`src/rtl/fft_stage_sequencer.sv`:
```
// Control sequencer for an in-place radix-2 DIT FFT: bit-reversed load, NL2 butterfly
// stages on one shared butterfly, then a handshaked stream of N/2 output-bin addresses.
module fft_stage_sequencer #(
    parameter int unsigned N      = 32,
    parameter int unsigned NL2    = 5,
    parameter int unsigned STW    = 4,
    parameter int unsigned BF_LAT = 0
) (
    input  logic           clk_i,
    input  logic           rst_i,
    input  logic           start_i,
    output logic           busy_o,
    output logic           done_o,
    output logic           load_en_o,
    output logic [NL2-1:0] load_src_o,
    output logic [NL2-1:0] load_dst_o,
    output logic           bf_en_o,
    output logic [NL2-1:0] bf_ind1_o,
    output logic [NL2-1:0] bf_ind2_o,
    output logic [NL2-2:0] bf_tind_o,
    output logic [STW-1:0] stage_o,
    output logic           rd_valid_o,
    input  logic           rd_ready_i,
    output logic [NL2-2:0] rd_addr_o,
    output logic           rd_last_o
);

    localparam int unsigned HW   = NL2 - 1;
    localparam int unsigned HALF = N / 2;
    localparam int unsigned DW   = (BF_LAT > 1) ? $clog2(BF_LAT) : 1;

    localparam logic [NL2-1:0] K_LAST      = NL2'(N - 1);
    localparam logic [NL2-1:0] C_LAST      = NL2'(HALF - 1);
    localparam logic [STW-1:0] STAGE_LAST  = STW'(NL2);
    localparam logic [DW-1:0]  DRAIN_LAST  = DW'((BF_LAT > 0) ? (BF_LAT - 1) : 0);

    typedef enum logic [2:0] {
        S_IDLE,
        S_LOAD,
        S_BFLY,
        S_DRAIN,
        S_READ,
        S_FIN
    } state_e;

    state_e         state_q, state_d;
    logic [NL2-1:0] cnt_q, cnt_d;
    logic [STW-1:0] stage_q, stage_d;
    logic [DW-1:0]  drain_q, drain_d;
    logic           stage_adv;

    logic           busy_q, busy_d;
    logic           done_q, done_d;
    logic           load_en_q, load_en_d;
    logic [NL2-1:0] load_src_q, load_src_d;
    logic [NL2-1:0] load_dst_q, load_dst_d;
    logic           bf_en_q, bf_en_d;
    logic [NL2-1:0] ind1_q, ind1_d;
    logic [NL2-1:0] ind2_q, ind2_d;
    logic [HW-1:0]  tind_q, tind_d;
    logic           rd_valid_q, rd_valid_d;
    logic [HW-1:0]  rd_addr_q, rd_addr_d;
    logic           rd_last_q, rd_last_d;

    logic [STW-1:0] pos_d;
    logic [NL2-1:0] mask_d;
    logic [NL2-1:0] cext_d;

    function automatic logic [NL2-1:0] bitrev(input logic [NL2-1:0] k);
        logic [NL2-1:0] r;
        for (int i = 0; i < NL2; i++) begin
            r[i] = k[NL2-1-i];
        end
        return r;
    endfunction

    // Next state, counters, and next values of every registered output
    always_comb begin
        state_d   = state_q;
        cnt_d     = cnt_q;
        stage_d   = stage_q;
        drain_d   = drain_q;
        stage_adv = 1'b0;

        case (state_q)
            S_IDLE: begin
                if (start_i) begin
                    state_d = S_LOAD;
                    cnt_d   = '0;
                    stage_d = '0;
                end
            end
            S_LOAD: begin
                if (cnt_q == K_LAST) begin
                    state_d = S_BFLY;
                    cnt_d   = '0;
                    stage_d = STW'(1);
                end else begin
                    cnt_d = cnt_q + NL2'(1);
                end
            end
            S_BFLY: begin
                if (cnt_q == C_LAST) begin
                    cnt_d = '0;
                    if (BF_LAT > 0) begin
                        state_d = S_DRAIN;
                        drain_d = '0;
                    end else begin
                        stage_adv = 1'b1;
                    end
                end else begin
                    cnt_d = cnt_q + NL2'(1);
                end
            end
            S_DRAIN: begin
                if (drain_q == DRAIN_LAST) begin
                    stage_adv = 1'b1;
                end else begin
                    drain_d = drain_q + DW'(1);
                end
            end
            S_READ: begin
                if (rd_ready_i) begin
                    if (cnt_q == C_LAST) begin
                        state_d = S_FIN;
                        cnt_d   = '0;
                    end else begin
                        cnt_d = cnt_q + NL2'(1);
                    end
                end
            end
            S_FIN: begin
                state_d = S_IDLE;
            end
            default: begin
                state_d = S_IDLE;
                cnt_d   = '0;
                stage_d = '0;
            end
        endcase

        // Stage wrap: the last stage hands over to the output-address stream
        if (stage_adv) begin
            cnt_d = '0;
            if (stage_q == STAGE_LAST) begin
                state_d = S_READ;
                stage_d = '0;
            end else begin
                state_d = S_BFLY;
                stage_d = stage_q + STW'(1);
            end
        end

        busy_d     = (state_d != S_IDLE);
        done_d     = (state_d == S_FIN);
        load_en_d  = (state_d == S_LOAD);
        load_src_d = load_en_d ? cnt_d : '0;
        load_dst_d = load_en_d ? bitrev(cnt_d) : '0;
        bf_en_d    = (state_d == S_BFLY);
        rd_valid_d = (state_d == S_READ);
        rd_addr_d  = rd_valid_d ? cnt_d[HW-1:0] : '0;
        rd_last_d  = rd_valid_d && (cnt_d == C_LAST);

        // Butterfly operand pair: insert a 0 bit at position pos into cnt
        pos_d  = stage_d - STW'(1);
        mask_d = ({NL2{1'b1}} >> pos_d) << pos_d;
        cext_d = {1'b0, cnt_d[HW-1:0]};
        ind1_d = '0;
        ind2_d = '0;
        tind_d = '0;
        if (bf_en_d) begin
            ind1_d = ((cext_d & mask_d) << 1) | (cext_d & ~mask_d);
            ind2_d = ind1_d | (NL2'(1) << pos_d);
            tind_d = cnt_d[HW-1:0] << (STAGE_LAST - stage_d);
        end
    end

    always_ff @(posedge clk_i) begin
        if (rst_i) begin
            state_q    <= S_IDLE;
            cnt_q      <= '0;
            stage_q    <= '0;
            drain_q    <= '0;
            busy_q     <= 1'b0;
            done_q     <= 1'b0;
            load_en_q  <= 1'b0;
            load_src_q <= '0;
            load_dst_q <= '0;
            bf_en_q    <= 1'b0;
            ind1_q     <= '0;
            ind2_q     <= '0;
            tind_q     <= '0;
            rd_valid_q <= 1'b0;
            rd_addr_q  <= '0;
            rd_last_q  <= 1'b0;
        end else begin
            state_q    <= state_d;
            cnt_q      <= cnt_d;
            stage_q    <= stage_d;
            drain_q    <= drain_d;
            busy_q     <= busy_d;
            done_q     <= done_d;
            load_en_q  <= load_en_d;
            load_src_q <= load_src_d;
            load_dst_q <= load_dst_d;
            bf_en_q    <= bf_en_d;
            ind1_q     <= ind1_d;
            ind2_q     <= ind2_d;
            tind_q     <= tind_d;
            rd_valid_q <= rd_valid_d;
            rd_addr_q  <= rd_addr_d;
            rd_last_q  <= rd_last_d;
        end
    end

    assign busy_o     = busy_q;
    assign done_o     = done_q;
    assign load_en_o  = load_en_q;
    assign load_src_o = load_src_q;
    assign load_dst_o = load_dst_q;
    assign bf_en_o    = bf_en_q;
    assign bf_ind1_o  = ind1_q;
    assign bf_ind2_o  = ind2_q;
    assign bf_tind_o  = tind_q;
    assign stage_o    = stage_q;
    assign rd_valid_o = rd_valid_q;
    assign rd_addr_o  = rd_addr_q;
    assign rd_last_o  = rd_last_q;

endmodule

```
`config.mk`:
```
export PLATFORM = sky130hd
export DESIGN_NAME = fft_stage_sequencer
export DESIGN_NICKNAME = d
export VERILOG_FILES = /design/src/rtl/fft_stage_sequencer.sv
export SDC_FILE = /design/constraint.sdc
export NUM_CORES = 1
export LEC_CHECK = 0
export CORE_MARGIN = 3
export CORE_UTILIZATION = 46
export CTS_BUF_LIST = sky130_fd_sc_hd__clkbuf_16
export CTS_CLUSTER_DIAMETER = 200
export DETAILED_ROUTE_END_ITERATION = 12
export PLACE_DENSITY = 0.8
export SLEW_MARGIN = 5
export SYNTH_ARGS = -nofsm -noshare
export SYNTH_HDL_FRONTEND = slang
export SYNTH_SLANG_ARGS = --single-unit
export TNS_END_PERCENT = 1
```
`constraint.sdc`:
```
create_clock -name clk_i -period 3.5 [get_ports clk_i]
set_input_delay 1.05 -clock clk_i [delete_from_list [all_inputs] [get_ports clk_i]]
set_output_delay 1.05 -clock clk_i [all_outputs]
set_load 0.03 [all_outputs]
```
## Word level (Yosys, flattened, before mapping)

Cells that the tools add are included.
W data, S select, Z words.

- Add/subtract/negate cells: 5
- $mul: 0
- Div/mod/pow operators: 0
- Magnitude comparators: 0
- Equality and inequality tests: 13
- Shift-type cells: 4
- Mux-type cells: 22
- Bitwise operators: 8
- Reduce and logical (&&, ||, !) cells: 9

Operators by type and width:

| cell | number |
|---|---|
| $mux W5 | 5 |
| $pmux W5 S5 | 1 |
| $mux W3 | 6 |
| $mux W4 | 4 |
| $eq A3 B3 Y1 const B | 4 |
| $pmux W3 S4 | 1 |
| $pmux W4 S3 | 1 |
| $eq A5 B4 Y1 const B | 2 |
| $or A5 B5 Y5 | 2 |
| $reduce_or A2 Y1 | 5 |
| $eq A3 B2 Y1 const B | 3 |
| $eq A3 B1 Y1 const B | 2 |
| $add A5 B1 Y5 const B | 1 |
| $and A4 B5 Y5 | 1 |
| $eq A5 B5 Y1 const B | 1 |
| $not A5 Y5 | 1 |
| $shl A1 B4 Y5 const A | 1 |
| $shl A5 B4 Y5 | 1 |
| $shr A5 B4 Y5 const A | 1 |
| $add A4 B1 Y4 const B | 1 |
| $and A4 B4 Y4 | 1 |
| $eq A4 B3 Y1 const B | 1 |
| $reduce_or A4 Y1 | 1 |
| $shl A4 B4 Y4 | 1 |
| other kinds (9) | 13 |

- Register bits: 47
- Latch bits: 0
- Memory bits (writable): 0
- ROM bits: 0
- Input port bits: 4
- Output and inout bits: 38
- Logic and storage cells: 77
- Memories: 0

## Logic depth before layout (Yosys ltp)

Gate-level depths: netlist of the first run.

- Depth in word-level cells: 11
- Mapped depth: 15
- Gate-level depth less buffers: 15

## Worst setup path after synthesis of the first run

OpenSTA, ideal clock, no wires.

- Path type: reg2reg
- Start point: register cnt_q[0]
- End point: register ind1_q[0] (netlist: bf_ind1_o[0])
- Data arrival time: 3159 ps
- Setup slack: 226 ps
- Cell stages (with the launch flop): 15
- Cells stage by stage: dfxtp_1 ha_1 and3_1 ha_1 or2_1 nand2_2 nor2_1 o21ai_1 o31a_1 ha_1 inv_1 ha_1 clkbuf_1 or4_1 and2_1

- Longest elaborated chain between the ends: 10

RTL lines:

| what | line | text |
|---|---|---|
| start, declared | 47 | `logic [NL2-1:0] cnt_q, cnt_d;` |
| start signal, assigned | 198 | `cnt_q <= cnt_d;` |
| $eq A5 B5 Y1 / $eq A5 B4 Y1 (equally long branches) | 94, 103, 124 |  |
| $mux W4 / $mux W1 (equally long branches) | 94, 103 |  |
| $pmux W4 S3 / $pmux W1 S2 (equally long branches) | 85 | `case (state_q)` |
| $mux W4 | 143 | `if (stage_adv) begin` |
| $sub A4 B1 Y4 | 165 | `pos_d = stage_d - STW'(1);` |
| $shr A5 B4 Y5 | 166 | `mask_d = ({NL2{1'b1}} >> pos_d) << pos_d;` |
| $shl A5 B4 Y5 | 166 |  |
| $not A5 Y5 | 172 | `ind1_d = ((cext_d & mask_d) << 1) \| (cext_d & ~mask_d);` |
| $and A4 B5 Y5 | 172 |  |
| $or A5 B5 Y5 | 172 |  |
| end signal, assigned | 207 | `ind1_q <= ind1_d;` |
| end, declared | 58 | `logic [NL2-1:0] ind1_q, ind1_d;` |

Parallel ways exist; a longest one is shown, timed or not.
A chain may end at the register's enable or synchronous reset.

## Worst setup path in the final report of the first run

- Start point: register cnt_q[0]
- End point: register ind2_q[0] (netlist: bf_ind2_o[0])

- Longest elaborated chain between the ends: 11

RTL lines:

| what | line | text |
|---|---|---|
| $eq A5 B5 Y1 / $eq A5 B4 Y1 (equally long branches) | 94, 103, 124 |  |
| $mux W4 / $mux W1 (equally long branches) | 94, 103 |  |
| $pmux W4 S3 / $pmux W1 S2 (equally long branches) | 85 |  |
| $mux W4 | 143 |  |
| $sub A4 B1 Y4 | 165 |  |
| $shr A5 B4 Y5 | 166 |  |
| $shl A5 B4 Y5 | 166 |  |
| $not A5 Y5 | 172 |  |
| $and A4 B5 Y5 | 172 |  |
| $or A5 B5 Y5 | 172 |  |
| $or A5 B5 Y5 | 173 | `ind2_d = ind1_d \| (NL2'(1) << pos_d);` |
| end signal, assigned | 208 | `ind2_q <= ind2_d;` |
| end, declared | 59 | `logic [NL2-1:0] ind2_q, ind2_d;` |

Parallel ways exist; a longest one is shown, timed or not.

==> results.py, run 1 <==
metrics = {
    "sta": {
        "clock_skew_ps": 3.087,
        "setup_viol_count_final": 0,
        "period_needed_ps": 3362,
        "slew_violations": 0,
        "worst_slack_ps": 138.4,
        "fin_crit_sh_pct": 96.05,
        "worstMarginPinSlew_ps": 652.3,
        "rsz0062_at_grt": "yes",
        "clock.fmax_ghz": 0.2975,
        "hold_violations": 0,
        "slew_headroom_pct": 56.45,
    },
    "power_and_ir_drop": {
        "p_leak_nw": 1.085,
        "ir_drop_v": 0.0002740,
        "seqPwrFrac_pct": 49.2,
        "swShare_pct": 21.84,
        "p_switching_mw": 0.2132,
        "powerDensity_mw_per_mm2": 357.1,
        "clkPwrFrac_pct": 43.0,
        "p_int_mw": 0.7630,
        "combPwrFrac_pct": 7.7,
    },
    "clocking": {
        "cts-root-buf": "clkbuf_16",
        "cts_sinks": 41,
        "cts.clk_slew.worst_paths_ps": 50,
        "postCtsHoldBufs": 0,
        "cts_tree": "yes",
        "cts_buffers": 5,
        "post_cts_buffers": 0,
        "ctsHtreeMaxLevel": 2,
        "worstSkewPairLatency_ps": 270,
        "clk_path_buf_depth": 2,
    },
    "layout": {
        "final_area_mm2": 0.002734,
        "nets": 286,
        "area_growth_pct": 31.86,
        "n_antenna_cell": 0,
        "drive_gt1_share_pct": 18.08,
    },
    "die": {
        "fp.coreArea_mm2": 0.004173,
        "fp.dieW_um": 73.14,
        "io_pins": 42,
        "dieArea_mm2": 0.005349,
        "initial_utilization_pct": 49.69,
        "die_y_um": 73.14,
        "row_count": 23,
    },
    "job": {
        "max-cap-violations": 0,
    },
    "yosys": {
        "syn-num-nets": 235,
        "synth_flop_cell": "dfxtp_1",
        "ys_warn_count": 0,
        "synth-edff-count": 0,
        "synth_area_per_cell_um2": 9.424,
        "synth_seq_area_share_pct": 39.59,
        "synthArstFlopShare_pct": 0,
        "synthCells": 220,
        "synth_area_mm2": 0.002073,
        "synth_seq_cells": 41,
        "yosys.cell_types.count": 60,
    },
    "placement": {
        "gp_congestion": 0.8338,
        "post-place-ws_ps": -55.73,
        "numPortBuffers": 41,
        "post_dp_cell_area_mm2": 0.002582,
        "dp.final_hpwl_um": 3198,
    },
    "global_routing": {
        "grt_pass1_wl_um": 7638,
        "grtUsageTotal_pct": 18.38,
        "antenna_found_initial": 0,
        "grt_max_degree": 20,
        "grt_pass1_vias": 1633,
        "grt_overflow": 0,
    },
    "route": {
        "detail-route-antenna-nets": 0,
        "drc_errors": 0,
        "drt_iter0_drc": 78,
        "vias": 1725,
        "viasPerCell": 5.374,
        "avgRoutedWirePerCell_um": 14.05,
        "wirelength_um": 4510,
        "dr.pass1.iters": 4,
    },
    "setup_path": {
        "required_ps": 3660,
        "cp.arrival_ps": 3520,
        "crit_fanout": 8,
        "slowest_stage": "or4_1",
        "start_kind": "register",
        "critical_path_class": "register to register",
        "critical_path.most_common_cell": "ha_1",
        "max_stage_delay_ps": 440,
        "endpoint_kind": "register",
        "cp_cell_sequence": "ha_1, and3_1, ha_1, nor4b_2, nor2_1, nand2_1, o21ai_1, o31a_1, buf_4, buf_4, ha_1, o21a_4, xnor2_4, or4_1, o2bb2ai_1",
    },
    "run_status": {
        "outcome": "complete, no violations",
    },
    "worst_hold_path": {
        "hold_path.class": "register to register",
    },
}
==> worst max-delay path: cells and delay by family (launching register included) <==
kind            cells  cell delay [ps]
buf+inv             2              300
flops               1              360
fa+ha+maj           3              720
xor+xnor            1              170
compound gates      4              480
simple gates        5             1200
==> final timing paths <==
check                           slack, ps  depth (start not counted)            to       start
worst max-delay path                  140                         15  bf_ind2_o[0]    cnt_q[0]
worst min-delay path                  710                          2    stage_o[3]  stage_o[3]
worst max register to register        140                         15  bf_ind2_o[0]    cnt_q[0]
worst min register to register        710                          2    stage_o[3]  stage_o[3]
==> repair_timing <==
item / CTS / global route
resized for setup: 0 / 2
setup endpoints to repair: 0 / 5
hold endpoints to repair: 0 / 0
==> through the flow <==
step | util [%] | std cells | TNS, ps | hold slack (ps) | power [mW]
final | 65.52 | 321 | 0 | 705.8 | 0.9762
after global routing | 65.52 | 321 | -217.1 | 779.0 | 1.012
after detailed placement | 61.89 | 314 | -105.8 | 688.6 | 0.5644
after floorplan | - | 220 | 0 | 629.2 | 0.5409
after CTS | 65.16 | 321 | 0 | 707.8 | 0.9890
after global placement | 61.89 | 314 | 0 | 683.6 | 0.5631
==> sequential cells by signal, summed over array words and instances, names as in the netlist <==
| register | flops |
|---|---|
| busy_o | 1 |
| done_o | 1 |
| load_src_o | 4 |
| rd_last_o | 1 |
| load_dst_o | 1 |
| rd_addr_o | 4 |
| rd_valid_o | 1 |
| bf_ind1_o | 5 |
| load_en_o | 1 |
| bf_en_o | 1 |
| bf_tind_o | 4 |
| cnt_q | 5 |
| state_q | 3 |
| bf_ind2_o | 5 |
| stage_o | 4 |
==> cell families (layout without fill, tap and decap cells) <==
kind of cell | Yosys count | count (layout) | synth area share [%]
simple gates | 92 | 92 | 23.78
flops | 41 | 41 | 39.59
compound gates | 40 | 40 | 17.80
buf+inv | 28 | 79 | 6.759
fa+ha+maj | 11 | 11 | 6.638
mux | 5 | 5 | 3.259
xor+xnor | 3 | 3 | 2.173
==> per-layer routing <==
metal | up-vias | track usage (%) | share of wire (%)
met4 | 0 | 7.172 | 1.9
met1 | 795 | 23.26 | 46
met2 | 48 | 30.19 | 48
li1 | 874 | - | -
met5 | - | 0 | 0
met3 | 8 | 4.132 | 4.0
==> power groups by stage <==
stage	logic [mW]	clock network [mW]	registers, mW
after detailed placement	0.0737	0	0.491
after global placement	0.0728	0	0.490
after global routing	0.0833	0.447	0.481
final	0.0755	0.420	0.481
after floorplan	0.0494	0	0.492
after CTS	0.0747	0.434	0.480
==> synth_stat cells (all sizes together), types with 2 or more instances <==
cell type  count  share of area [%]
nor3b          3                1.1
o32ai          3                2.9
nand3          3               0.72
o21ai          6                1.4
o2bb2ai        2               0.85
or2            5                1.6
nor3           8                2.2
inv           15                2.7
ha            11                6.6
buf           11                3.7
and2           2               0.60
or3            2               0.60
mux2i          4                2.5
xor2           2               0.85
nor2b          7                2.1
nor2          31                5.6
nand4          2               0.60
clkbuf         2               0.36
a21oi          9                2.7
o221ai         2                1.1
nand2         15                2.8
or4            2               0.72
nand2b         3               0.91
o211ai         2               0.72
o31a           2               0.85
dfxtp         41                 40
nor4           3               0.91
nor4b          3                1.9
==> cells in the final DEF, fill, tap and decap left out, types with 3 or more instances in the layout <==
| cell | synthesis | final |
|---|---|---|
| nand2_1 | 14 | 14 |
| nor2b_1 | 7 | 7 |
| nand3_1 | 3 | 3 |
| nor4_1 | 3 | 3 |
| nor3b_1 | 3 | 3 |
| nor3_1 | 7 | 7 |
| clkbuf_16 | 0 | 5 |
| clkdlybuf4s50_1 | 0 | 41 |
| nor2_1 | 31 | 31 |
| ha_1 | 11 | 11 |
| a21oi_1 | 8 | 8 |
| mux2i_1 | 3 | 3 |
| dfxtp_1 | 41 | 41 |
| o21ai_0 | 4 | 4 |
| buf_4 | 6 | 16 |
| inv_1 | 13 | 13 |
| nand2b_1 | 3 | 3 |
==> cell type report <==
| type | instances | area (um^2) |
|---|---|---|
| flip-flops and latches | 41 | 820.8 |
| inverters | 15 | 56.30 |
| clock inverters | 2 | 11.26 |
| repair buffers | 57 | 530.5 |
| well taps | 50 | 62.56 |
| clock buffers | 5 | 125.1 |
| multi-input cells | 151 | 1127 |
| fillers | 324 | 1439 |
(Power assumes the default switching activity.)
==> inputs of run 2 (changes only) <==
--- a/config.mk
+++ b/config.mk
@@ -6,5 +6,5 @@
 export NUM_CORES = 1
 export LEC_CHECK = 0
-export CORE_MARGIN = 3
+export CORE_MARGIN = 2
 export CORE_UTILIZATION = 46
 export CTS_BUF_LIST = sky130_fd_sc_hd__clkbuf_16
==> constraint.sdc (replaced) <==
create_clock -name clk_i -period 3.5 [get_ports clk_i]
set_input_delay 0.7 -clock clk_i [delete_from_list [all_inputs] [get_ports clk_i]]
set_output_delay 0.7 -clock clk_i [all_outputs]
set_load 0.03 [all_outputs]
==> results.py, run 2 (synthesized netlist as in run 1, its figures left out) <==
metrics = {
    "setup_path": {
        "critical_path_class": "register to register",
        "r2r-start": "cnt_q[1]",
        "slowest_stage": "or4_1",
        "critPathCapture": "bf_ind1_o[0]",
        "required_ps": 3670,
        "critical_path.most_common_cell": "ha_1",
        "endpoint_kind": "register",
        "cpLargestDelayFamily": "simple AND/OR/NAND/NOR gates",
        "crit_fanout": 8,
        "cp_cell_sequence": "ha_1, and3_1, ha_2, nor4b_2, nor2_1, nand2_1, o21ai_1, o31a_1, buf_4, ha_1, inv_1, o21a_4, xnor2_4, or4_1, and2_1",
        "r2r-end": "bf_ind1_o[0]",
        "critPathLaunch": "cnt_q[1]",
        "start_kind": "register",
        "cp_num_buf_inv": 2,
        "worst-r2r-cell-count": 15,
        "crit_cells": 15,
        "regToRegSetupSlack_ps": 250,
        "max_stage_delay_ps": 430,
        "cp.arrival_ps": 3420,
    },
    "route": {
        "vias": 1720,
        "avgRoutedWirePerCell_um": 13.96,
        "viasPerCell": 5.409,
        "dr.pass1.iters": 4,
        "drc_errors": 0,
        "detail-route-antenna-nets": 0,
        "drt_iter0_drc": 89,
        "wirelength_um": 4440,
    },
    "die": {
        "io_pins": 42,
        "row_count": 24,
        "dieArea_mm2": 0.005060,
        "die_y_um": 71.14,
        "fp.coreArea_mm2": 0.004354,
        "initial_utilization_pct": 47.61,
        "fp.dieW_um": 71.14,
    },
    "sta": {
        "slew_violations": 0,
        "hold_ws_ps": 715.3,
        "worst_slack_ps": 254.8,
        "worstMarginPinSlew_ps": 645.4,
        "rsz0062_at_grt": "no",
        "fin_crit_sh_pct": 92.72,
        "slew_headroom_pct": 56.91,
        "clock_skew_ps": 2.155,
        "setup_viol_count_final": 0,
        "period_needed_ps": 3245,
        "finalSetupTns_ps": 0,
        "clock.fmax_ghz": 0.3081,
        "hold_violations": 0,
    },
    "placement": {
        "post_dp_cell_area_mm2": 0.002532,
        "numPortBuffers": 41,
        "gp_congestion": 0.8475,
        "dp.final_hpwl_um": 3252,
        "post-place-ws_ps": 138.1,
    },
    "layout": {
        "nets": 281,
        "final_area_mm2": 0.002720,
        "most-common-layout-cells": "dfxtp_1, clkdlybuf4s50_1, nor2_1",
        "n_antenna_cell": 0,
        "drive_gt1_share_pct": 17.29,
        "area_growth_pct": 31.20,
        "n_fill_cell": 354,
    },
    "power_and_ir_drop": {
        "p_leak_nw": 1.078,
        "powerDensity_mw_per_mm2": 384.5,
        "ir_drop_v": 0.0002589,
    },
    "global_routing": {
        "grt_max_degree": 20,
        "grt_overflow": 0,
        "grtUsageTotal_pct": 17.78,
        "grt_pass1_wl_um": 7258,
        "antenna_found_initial": 0,
        "grt_pass1_vias": 1595,
    },
    "clocking": {
        "cts_buffers": 5,
        "cts_sinks": 41,
        "cts_tree": "yes",
        "postCtsHoldBufs": 0,
        "cts-root-buf": "clkbuf_16",
        "clk_path_buf_depth": 2,
        "cts.clk_slew.worst_paths_ps": 50,
        "ctsHtreeMaxLevel": 2,
        "worstSkewPairLatency_ps": 280,
    },
    "run_status": {
        "outcome": "complete, no violations",
    },
    "worst_hold_path": {
        "hold_path.class": "register to register",
    },
    "job": {
        "max-cap-violations": 0,
    },
}
-- run 2: changes by cell type in the layout (fill, tap and decap cells not counted) --
cell / delta
buf_4: -5
bufinv_16: +1
clkinv_1: -1
clkinv_2: +1
clkinvlp_4: -1
ha_1: -2
ha_2: +2
o41ai_1: +1
o41ai_2: -1
-- run 2: per-stage QoR --
stage / util (%) / power [mW] / instances
finish: 62.47 / 1.046 / 318
global route: 62.47 / 1.083 / 318
CTS: 61.84 / 1.060 / 316
detailed placement: 58.16 / 0.5615 / 309
global placement: 58.16 / 0.5597 / 309
floorplan: - / 0.5409 / 220
-- run 2: routing by layer --
| layer | vias to the layer above | GRT usage, % | routed length [um] |
|---|---|---|---|
| li1 | 855 | - | - |
| met1 | 809 | 22.46 | 1849 |
| met2 | 49 | 30.74 | 2302 |
| met3 | 7 | 4.558 | 238 |
| met4 | 0 | 3.774 | 49 |
| met5 | - | 0 | 0 |
-- run 2: final cells by class --
cell class | count | area [um^2] | share of cell area, %
flip-flops and latches | 41 | 820.8 | 30.17
clock buffers | 5 | 125.1 | 4.600
repair buffers | 52 | 493.0 | 18.12
clock inverters | 2 | 35.03 | 1.288
multi-input cells | 151 | 1125 | 41.35
inverters | 15 | 56.30 | 2.070
well taps | 52 | 65.06 | 2.392
-- run 2: how the worst min path moves through the flow --
stage,depth (start not counted),end,from
global route,2,stage_o[3],stage_o[3]
CTS,3,cnt_q[0],cnt_q[0]
global placement,2,stage_o[3],stage_o[3]
floorplan,2,cnt_q[0],cnt_q[0]
detailed placement,2,stage_o[3],stage_o[3]
finish,2,stage_o[3],stage_o[3]
-- run 2: timing repair --
item	CTS	global route
setup buffers	0	2
gates resized for setup	0	3
setup endpoints to repair	0	6
-- run 2: power by group --
| part | leakage, nW | total, mW | switching, mW | internal [mW] |
|---|---|---|---|---|
| logic | 0.667 | 0.0724 | 0.0418 | 0.0306 |
| registers | 0.331 | 0.480 | 0.00731 | 0.472 |
| clock network | 0.0797 | 0.494 | 0.164 | 0.330 |
-- run 2: worst min-delay path, stage by stage (launching register included) --
cell and delay [ps]:
dfxtp_1 460, a21oi_4 140, nor2_1 80
